**src/rtl/clk_div_sched.sv**
```systemverilog
// clk_div_sched: round-robin sharing of one clock divider; divisor changes commit only on a period boundary.
// Optional CLK_DIV_SCHED_PREEMPT_EN lets a waiting requester take over after MAX_PERIODS wraps.
module clk_div_sched #(
  parameter logic [7:0] IDLE_DIV    = 8'd7,
  parameter logic [7:0] MAX_PERIODS = 8'd16
) (
  input  logic        clk,
  input  logic        rst,
  input  logic [3:0]  req,
  input  logic [31:0] div_req,
  input  logic [7:0]  div_cnt,
  output logic [7:0]  divisor,
  output logic [3:0]  gnt,
  output logic        busy,
  output logic        wrap
);
  localparam int NUM_REQ = 4;
  localparam int VEC_W   = 8;

  typedef enum logic [1:0] {S_IDLE, S_PEND, S_ACT} state_t;

  state_t                        state, state_nxt;
  logic [NUM_REQ-1:0][VEC_W-1:0] div_lane;
  logic [1:0]                    owner, rr_ptr, win_idx, oth_idx;
  logic                          win_vld, oth_vld, own_req, preempt;
  logic [NUM_REQ-1:0]            others;
  logic [VEC_W-1:0]              pend_div, dwell;

  assign div_lane = div_req;

  // {found, index}: first set bit scanning ptr, ptr+1, ... mod NUM_REQ
  function automatic logic [2:0] rr_pick(input logic [NUM_REQ-1:0] r, input logic [1:0] ptr);
    logic [2:0] res;
    logic [1:0] idx;
    res = 3'b000;
    for (int i = NUM_REQ-1; i >= 0; i--) begin
      idx = ptr + 2'(i);
      if (r[idx]) res = {1'b1, idx};
    end
    return res;
  endfunction

  assign {win_vld, win_idx} = rr_pick(req, rr_ptr);
  assign own_req            = req[owner];
  assign wrap               = (div_cnt == divisor);

  always_comb begin
    others        = req;
    others[owner] = 1'b0;
  end
  assign {oth_vld, oth_idx} = rr_pick(others, rr_ptr);

`ifdef CLK_DIV_SCHED_PREEMPT_EN
  assign preempt = (state == S_ACT) && own_req && wrap && oth_vld &&
                   (({1'b0, dwell} + 9'd1) >= {1'b0, MAX_PERIODS});
`else
  logic unused_dwell;
  assign preempt      = 1'b0;
  assign unused_dwell = ^{dwell, MAX_PERIODS, oth_vld};
`endif

  always_ff @(posedge clk) begin
    if (rst) state <= S_IDLE;
    else     state <= state_nxt;
  end

  always_comb begin
    state_nxt = state;
    case (state)
      S_IDLE:  if (win_vld) state_nxt = S_PEND;
      S_PEND:  if (!own_req) state_nxt = S_IDLE;
               else if (wrap) state_nxt = S_ACT;
      S_ACT:   if (!own_req) state_nxt = win_vld ? S_PEND : S_IDLE;
      default: state_nxt = S_IDLE;
    endcase
  end

  always_comb busy = (state != S_IDLE);

  always_ff @(posedge clk) begin
    if (rst) begin
      divisor  <= IDLE_DIV;
      gnt      <= '0;
      rr_ptr   <= '0;
      dwell    <= '0;
      owner    <= '0;
      pend_div <= '0;
    end else begin
      case (state)
        S_IDLE: if (win_vld) begin
          owner    <= win_idx;
          pend_div <= div_lane[win_idx];
        end
        // abort (req dropped) wins over a coincident wrap
        S_PEND: if (own_req && wrap) begin
          divisor    <= pend_div;
          gnt        <= '0;
          gnt[owner] <= 1'b1;
          rr_ptr     <= owner + 2'd1;
          dwell      <= '0;
        end
        S_ACT: begin
          if (!own_req) begin
            gnt <= '0;
            if (win_vld) begin
              owner    <= win_idx;
              pend_div <= div_lane[win_idx];
            end
          end else if (preempt) begin
            divisor      <= div_lane[oth_idx];
            gnt          <= '0;
            gnt[oth_idx] <= 1'b1;
            owner        <= oth_idx;
            rr_ptr       <= oth_idx + 2'd1;
            dwell        <= '0;
          end else if (wrap && dwell != 8'hFF) begin
            dwell <= dwell + 8'd1;
          end
        end
        default: ;
      endcase
    end
  end
endmodule

```
**config.mk**
```make
export PLATFORM = sky130hd
export DESIGN_NAME = clk_div_sched
export DESIGN_NICKNAME = d
export VERILOG_FILES = /design/src/rtl/clk_div_sched.sv
export SDC_FILE = /design/constraint.sdc
export NUM_CORES = 1
export LEC_CHECK = 0
export BUFFER_PORTS_ARGS = -buffer_cell sky130_fd_sc_hd__buf_2
export CORE_ASPECT_RATIO = 0.75
export CORE_UTILIZATION = 44
export CTS_CLUSTER_SIZE = 24
export DETAILED_ROUTE_END_ITERATION = 16
export GPL_TIMING_DRIVEN = 0
export MAX_ROUTING_LAYER = met4
export PLACE_DENSITY = 0.76
export RECOVER_POWER = 25
export SETUP_SLACK_MARGIN = 0.2
export SLEW_MARGIN = 20
export SYNTH_ARGS = -nofsm -noshare
export SYNTH_HDL_FRONTEND = slang
export SYNTH_SLANG_ARGS = --single-unit
export TNS_END_PERCENT = 20
```
**constraint.sdc**
```tcl
create_clock -name clk -period 1.81 [get_ports clk]
set_input_delay 0.181 -clock clk [delete_from_list [all_inputs] [get_ports clk]]
set_output_delay 0.181 -clock clk [all_outputs]
set_load 0.01 [all_outputs]
```
==> results_dict.tcl, run 1 <==
set metrics [dict create \
    pins_over_slew_limit 0 \
    cp.arrival_ns 2.15 \
    cap_viol_max_count 0 \
    finalPower_mw 1.19 \
    syn_avg_cell_area_um2 8.40 \
    max-clock-path-buffers 2 \
    use_met1_pct 29.7 \
    firstDrtPassIters 4 \
    reg2reg_slack_ns -0.14 \
    violations_in_the_final_reports "setup timing" \
    postLayoutCellArea_um2 1960 \
    tritoncts_buffers 3 \
    wl_per_cell_um 12.6 \
    vias 1461 \
    synthCells 183 \
    seq_area_um2 526 \
    path_max_fanout 9 \
    final.min_clock_period_ns 1.95 \
    hold-worst-slack_ns 0.313 \
    status "finished, violations left" \
    gr-max-usage-layer "met1" \
    setup_slack_ns -0.143 \
    starting_density_pct 46.4 \
    drt_iter0_markers 95 \
    worstMarginPinSlew_ns 0.457 \
    num-fill-cells 317 \
    p_per_area_nw_per_um2 607 \
    worst_hold_path_type "primary input to flip-flop" \
    postPlaceCellArea_um2 1880 \
    grt_setup_unrepaired "true" \
    stdcell_count 287 \
    ys_top_cells_by_area "sky130_fd_sc_hd__dfxtp_1 34%, sky130_fd_sc_hd__a21boi_0 7.8%, sky130_fd_sc_hd__and3_1 6.5%, sky130_fd_sc_hd__mux2i_1 6.5%, sky130_fd_sc_hd__o21ai_1 5.2%" \
    area_overhead_of_the_layout_relative_to_synthesis_pct 27.6 \
    design.final.nets 298 \
    place.detailed.hpwl_um 2780 \
    yosys.area.top_type_share_pct 33.8 \
    p_leak_nw 0.853 \
    clkTransAtPathRegs_ns 0.09 \
    critical-path-slowest-cell "sky130_fd_sc_hd__mux4_2" \
    post-place-cells 281 \
    synth.ff_latch_count 26 \
    met2_usage_pct 28.6 \
    clkLatencyLatePin_ns 0.26 \
    remaining_number_of_nets_flagged_by_the_antenna_check_after_routing 0 \
    synth-seq-area-share_pct 33.8 \
    first_pass_grt_wire_length_um 5780 \
    startpoint "owner[1]" \
    route.detailed.vias_per_inst 5.09 \
    grt.met3_usage_pct 2.29 \
    grt_max_degree 15 \
    synthesis.area_um2 1540 \
    vdd_ir_drop_max_mv 0.358 \
    design.core.area_um2 3310 \
    floorplan.die.width_um 70.3 \
    synth.largest_area_cell "sky130_fd_sc_hd__dfxtp_1" \
    cts-hold-fix-buffers 0 \
    multiInputGateArea_um2 956 \
    placement_rows 18 \
    timing.fmax_mhz 512 \
    number_of_global_route_vias_before_repair 1228 \
    cp-endpoint "pend_div[5]" \
    worst-r2r-cell-count 6 \
    worst_slew_margin_rel_pct 69.5 \
    crit_path_cell_trace "mux4_2 -> a211o_1 -> and4b_1 -> buf_6 -> o21ai_1 -> a31oi_1" \
    max_stage_delay_on_crit_path_ns 0.52 \
    cp_class "flip-flop to flip-flop" \
    die_area_um2 3740 \
    cts_root_buffer "sky130_fd_sc_hd__clkbuf_8" \
    num_antenna_cells 0 \
    port_buffers 58 \
    power_switching_share_pct 24.9 \
    groute.usage.overall_pct 20.4 \
    tritoncts_clock_tree "yes" \
    setup_violating_endpoint_count_in_the_final_report 9 \
    yosysWarnings 0 \
    period_share_pct 108 \
    chip_height_um 53.2 \
    critical_path.startpoint_type "flip-flop" \
    power.share.clock_pct 30.7 \
    required_ns 2.00 \
    grt_antenna_before_repair 0 \
    postRouteWirelength_um 3610 \
    gpl_wtd_cong 0.775 \
    clock_sink_count 26 \
    synthesis.nets 233 \
    io-pin-count 60 \
    remaining_drc_errors 0 \
    ctsHtreeMaxLevel 1 \
    worst_r2r_endpoint "pend_div[5]" \
    globalRoute.totalOverflow 0 \
    fin_hold_viols 0 \
    netlist-cell-type-count 33 \
    netSwitchingPower_mw 0.297 \
    power_frac_comb_pct 18.3 \
    power.sequential.fraction_pct 51.0 \
    end_kind "flip-flop" \
    r2r_start "owner[1]" \
    layout_cell_share_with_drive_strength_beyond_1_pct 28.3 \
    fin_skew_ns 0.00268 \
    power_report.internal_total_mw 0.895 \
]
-- synthesized netlist by cell type, drive strengths merged --
cell type / count
a211o: 4
a211oi: 1
a21boi: 16
a21o: 1
a21oi: 3
a221o: 1
a31oi: 9
and3: 16
and4b: 1
buf: 3
clkbuf: 9
dfxtp: 26
ha: 4
inv: 4
mux2: 1
mux2i: 10
mux4: 1
nand2: 12
nand2b: 1
nand3b: 1
nand4: 2
nor2: 14
nor2b: 12
nor3: 2
nor4: 1
o21a: 1
o21ai: 16
o21bai: 1
or2: 2
xnor2: 8
-- sequential cells by signal, indices dropped and copies added (netlist names) --
register and flops:
divisor 8, pend_div 8, gnt 4, owner 2
rr_ptr 2, state 2
-- critical path, delay by kind of cell (launching register included) --
kind                   cells  cell delay, ns
buffers and inverters      1            0.13
multiplexers               1            0.52
AO/OA/AOI/OAI              3            0.58
flip-flops                 1            0.36
AND/OR/NAND/NOR            1            0.28
-- routing by layer --
layer	vias up	wire length (um)
li1	779	-
met3	4	227
met1	620	1880
met2	58	1450
met5	-	0
met4	0	50
-- cell usage in the layout, fill, tap and decap left out, types with 2 or more instances in the layout --
| cell type | synthesis | routed |
|---|---|---|
| sky130_fd_sc_hd__buf_2 | 0 | 54 |
| sky130_fd_sc_hd__dfxtp_1 | 26 | 24 |
| sky130_fd_sc_hd__and3_1 | 16 | 16 |
| sky130_fd_sc_hd__a21boi_0 | 16 | 16 |
| sky130_fd_sc_hd__o21ai_1 | 16 | 16 |
| sky130_fd_sc_hd__nor2_1 | 14 | 14 |
| sky130_fd_sc_hd__clkbuf_1 | 9 | 12 |
| sky130_fd_sc_hd__nor2b_1 | 12 | 12 |
| sky130_fd_sc_hd__nand2_1 | 12 | 12 |
| sky130_fd_sc_hd__mux2i_1 | 10 | 10 |
| sky130_fd_sc_hd__xnor2_1 | 8 | 8 |
| sky130_fd_sc_hd__a31oi_1 | 8 | 8 |
| sky130_fd_sc_hd__inv_1 | 4 | 4 |
| sky130_fd_sc_hd__a211o_1 | 4 | 4 |
| sky130_fd_sc_hd__ha_1 | 4 | 4 |
| sky130_fd_sc_hd__clkbuf_8 | 0 | 4 |
| sky130_fd_sc_hd__a21oi_1 | 3 | 3 |
| sky130_fd_sc_hd__or2_2 | 2 | 2 |
| sky130_fd_sc_hd__nand4_1 | 2 | 2 |
| sky130_fd_sc_hd__buf_1 | 1 | 2 |
| sky130_fd_sc_hd__buf_6 | 0 | 2 |
| sky130_fd_sc_hd__buf_4 | 2 | 2 |
-- layout make-up --
cell class	count	area share, %
multi-input combinational	141	48.7
sequential	26	26.8
timing repair buffer	60	15.3
buffer	12	3.06
clock buffer	4	2.81
tap	40	2.55
inverter	4	0.765
-- power by group through the flow --
| stage | Sequential, mW | Clock (mW) | Combinational (mW) |
|---|---|---|---|
| 2_1_floorplan | 0.617 | 0 | 0.131 |
| 3_3_place_gp | 0.621 | 0 | 0.209 |
| 3_5_place_dp | 0.622 | 0 | 0.211 |
| 4_1_cts | 0.607 | 0.372 | 0.218 |
| 5_1_grt | 0.611 | 0.392 | 0.243 |
| 6_report | 0.607 | 0.366 | 0.218 |
-- worst min-delay path by stage --
stage,startpoint,end,depth (start not counted)
finish,rst,pend_div[7],2
global route,div_req[30],pend_div[6],4
CTS,rst,pend_div[7],2
detailed placement,pend_div[2],divisor[2],1
global placement,pend_div[2],divisor[2],1
floorplan,pend_div[0],divisor[0],1
-- per-stage QoR --
stage	setup TNS [ns]	setup slack (ns)	utilization, %
after floorplan	-0.182	-0.0228	-
final	-1.01	-0.143	59.3
after CTS	-1.42	-0.183	59.4
after global placement	-2.87	-0.186	56.9
after global routing	-2.87	-0.243	59.3
after detailed placement	-2.84	-0.201	56.9
-- cell families after synthesis --
group | synth area share [%]
and+or+nand+nor | 22.3
AOI/OAI and AO/OA | 22.9
DFF | 33.8
buffers and inverters | 4.39
muxes | 8.71
xor gates and xnor gates | 4.56
adders and majority gates | 3.25
-- repair_timing --
| item | 4_1_cts | 5_1_grt |
|---|---|---|
| gates resized for setup | 3 | 3 |
| buffers inserted | 2 | 0 |
| pin swaps | 2 | 1 |
| endpoints found under the setup margin | 25 | 26 |
Note: power is estimated with default switching activity, not from simulation.
==> inputs of run 2 (changes only) <==
--- a/config.mk
+++ b/config.mk
@@ -13,7 +13,7 @@
 export GPL_TIMING_DRIVEN = 0
 export MAX_ROUTING_LAYER = met4
 export PLACE_DENSITY = 0.76
-export RECOVER_POWER = 25
+export RECOVER_POWER = 50
 export SETUP_SLACK_MARGIN = 0.2
 export SLEW_MARGIN = 20
 export SYNTH_ARGS = -nofsm -noshare
==> run 2 against run 1 <==
- the run still ends with setup timing left
- setup slack hardly changed
- global-route usage did not move
- cell area is 0.32% lower
==> results_dict.tcl, run 2 (synthesis results as in run 1) <==
set metrics [dict create \
    critical_path.startpoint_type "flip-flop" \
    worst-r2r-cell-count 6 \
    finalPower_mw 1.19 \
    cap_viol_max_count 0 \
    cts_root_buffer "sky130_fd_sc_hd__clkbuf_8" \
    postRouteWirelength_um 3620 \
    p_per_area_nw_per_um2 609 \
    worst_r2r_endpoint "pend_div[5]" \
    clkLatencyLatePin_ns 0.26 \
    fin_hold_viols 0 \
    firstDrtPassIters 4 \
    cts-hold-fix-buffers 0 \
    drt_iter0_markers 86 \
    first_pass_grt_wire_length_um 5780 \
    clock_sink_count 26 \
    mostFrequentLayoutCells "49 x sky130_fd_sc_hd__buf_2, 24 x sky130_fd_sc_hd__dfxtp_1, 17 x sky130_fd_sc_hd__clkbuf_1" \
    port_buffers 58 \
    required_ns 2.00 \
    vias 1466 \
    layout_top_registers "divisor: 8 flops, pend_div: 8 flops, gnt: 4 flops" \
    starting_density_pct 46.4 \
    cp_top_family "compound AO/OA/AOI/OAI gates" \
    worstPathBufferInverterCount 1 \
    grt_max_degree 15 \
    power.sequential.fraction_pct 51.0 \
    remaining_number_of_nets_flagged_by_the_antenna_check_after_routing 0 \
    path_max_fanout 9 \
    fin_skew_ns 0.00267 \
    pins_over_slew_limit 0 \
    chip_height_um 53.2 \
    worst_slew_margin_rel_pct 69.5 \
    whs_endpoint "pend_div[7]" \
    globalRoute.totalOverflow 0 \
    area_overhead_of_the_layout_relative_to_synthesis_pct 27.2 \
    clkTransAtPathRegs_ns 0.09 \
    worstMarginPinSlew_ns 0.457 \
    layout_cell_share_with_drive_strength_beyond_1_pct 26.3 \
    violations_in_the_final_reports "setup timing" \
    end_kind "flip-flop" \
    tritoncts_buffers 3 \
    setup_slack_ns -0.143 \
    period_share_pct 108 \
    number_of_global_route_vias_before_repair 1228 \
    wl_per_cell_um 12.6 \
    num_antenna_cells 0 \
    placement_rows 18 \
    timing.fmax_mhz 512 \
    route.detailed.vias_per_inst 5.11 \
    power_switching_share_pct 24.9 \
    vdd_ir_drop_max_mv 0.358 \
    power.share.clock_pct 30.7 \
    max-clock-path-buffers 2 \
    cp_class "flip-flop to flip-flop" \
    floorplan.die.width_um 70.3 \
    power_frac_comb_pct 18.3 \
    die_area_um2 3740 \
    layout.cells.most_common "sky130_fd_sc_hd__buf_2" \
    setup_violating_endpoint_count_in_the_final_report 9 \
    reg2reg_slack_ns -0.14 \
    design.core.area_um2 3310 \
    gpl_wtd_cong 0.775 \
    groute.usage.overall_pct 20.4 \
    power_report.internal_total_mw 0.895 \
    final.min_clock_period_ns 1.95 \
    max_stage_delay_on_crit_path_ns 0.52 \
    cp.arrival_ns 2.15 \
    io-pin-count 60 \
    ctsHtreeMaxLevel 1 \
    netSwitchingPower_mw 0.297 \
    hold_path_depth 2 \
    place.detailed.hpwl_um 2780 \
    grt_setup_unrepaired "true" \
    p_leak_nw 0.841 \
    status "finished, violations left" \
    tritoncts_clock_tree "yes" \
    post-route-util_pct 59.1 \
    design.final.nets 298 \
    crit_path_cell_trace "mux4_2 -> a211o_1 -> and4b_1 -> buf_6 -> o21ai_1 -> a31oi_1" \
    remaining_drc_errors 0 \
    grt_antenna_before_repair 0 \
    r2r_start "owner[1]" \
    num-fill-cells 320 \
    critical-path-slowest-cell "sky130_fd_sc_hd__mux4_2" \
    worst_hold_path_type "primary input to flip-flop" \
    worst_hold_startpoint "rst" \
]
[run 2: repair_timing]
item | 4_1_cts | 5_1_grt
setup endpoints to repair | 25 | 26
setup buffers | 2 | 0
gates resized for setup | 3 | 3
hold endpoints to repair | 0 | 0
pin swaps | 2 | 1
[run 2: power groups by stage]
stage	combinational, mW	clock, mW	sequential [mW]
after floorplan	0.131	0	0.617
after global placement	0.209	0	0.621
after detailed placement	0.211	0	0.622
after CTS	0.218	0.372	0.607
after global routing	0.243	0.392	0.611
final	0.218	0.366	0.607
[run 2: how the worst max path moves through the flow]
| stage | start | cells past startpoint | slack [ns] | to |
|---|---|---|---|---|
| final | owner[1] | 6 | -0.14 | pend_div[5] |
| after global routing | owner[1] | 6 | -0.24 | pend_div[4] |
| after CTS | owner[1] | 6 | -0.18 | pend_div[1] |
| after detailed placement | owner[1] | 6 | -0.20 | pend_div[4] |
| after global placement | owner[1] | 6 | -0.19 | pend_div[7] |
| after floorplan | owner[1] | 6 | -0.02 | pend_div[0] |
[run 2: metrics by stage]
stage / std cells / setup slack, ns / instance area, um2 / setup TNS (ns) / hold slack [ns]
2_1_floorplan: 183 / -0.0228 / 1540 / -0.182 / 0.435
3_3_place_gp: 281 / -0.186 / 1880 / -2.87 / 0.448
3_5_place_dp: 281 / -0.201 / 1880 / -2.84 / 0.467
4_1_cts: 287 / -0.183 / 1970 / -1.42 / 0.303
5_1_grt: 287 / -0.243 / 1960 / -2.87 / 0.340
6_report: 287 / -0.143 / 1960 / -1.02 / 0.313
[run 2: worst reg2reg max path, cell delays in order (launching register included)]
cell	delay [ns]
sky130_fd_sc_hd__dfxtp_4	0.36
sky130_fd_sc_hd__mux4_2	0.53
sky130_fd_sc_hd__a211o_1	0.34
sky130_fd_sc_hd__and4b_1	0.28
sky130_fd_sc_hd__buf_6	0.13
sky130_fd_sc_hd__o21ai_1	0.08
sky130_fd_sc_hd__a31oi_1	0.16
[run 2: layout make-up]
type	count	area [um2]	share of cell area, %
buffer	12	60.1	3.07
clock buffer	4	55.1	2.82
inverter	4	15.0	0.768
multi-input combinational	141	956	48.9
sequential	26	526	26.9
tap	40	50.0	2.56
timing repair buffer	60	294	15.0
[run 2: layer usage]
layer | global-route usage, % | up-vias | share of wire (%)
met2 | 28.6 | 58 | 40
li1 | - | 779 | -
met5 | - | - | 0
met3 | 2.29 | 4 | 6.4
met4 | 8.33 | 0 | 1.4
met1 | 29.7 | 625 | 52
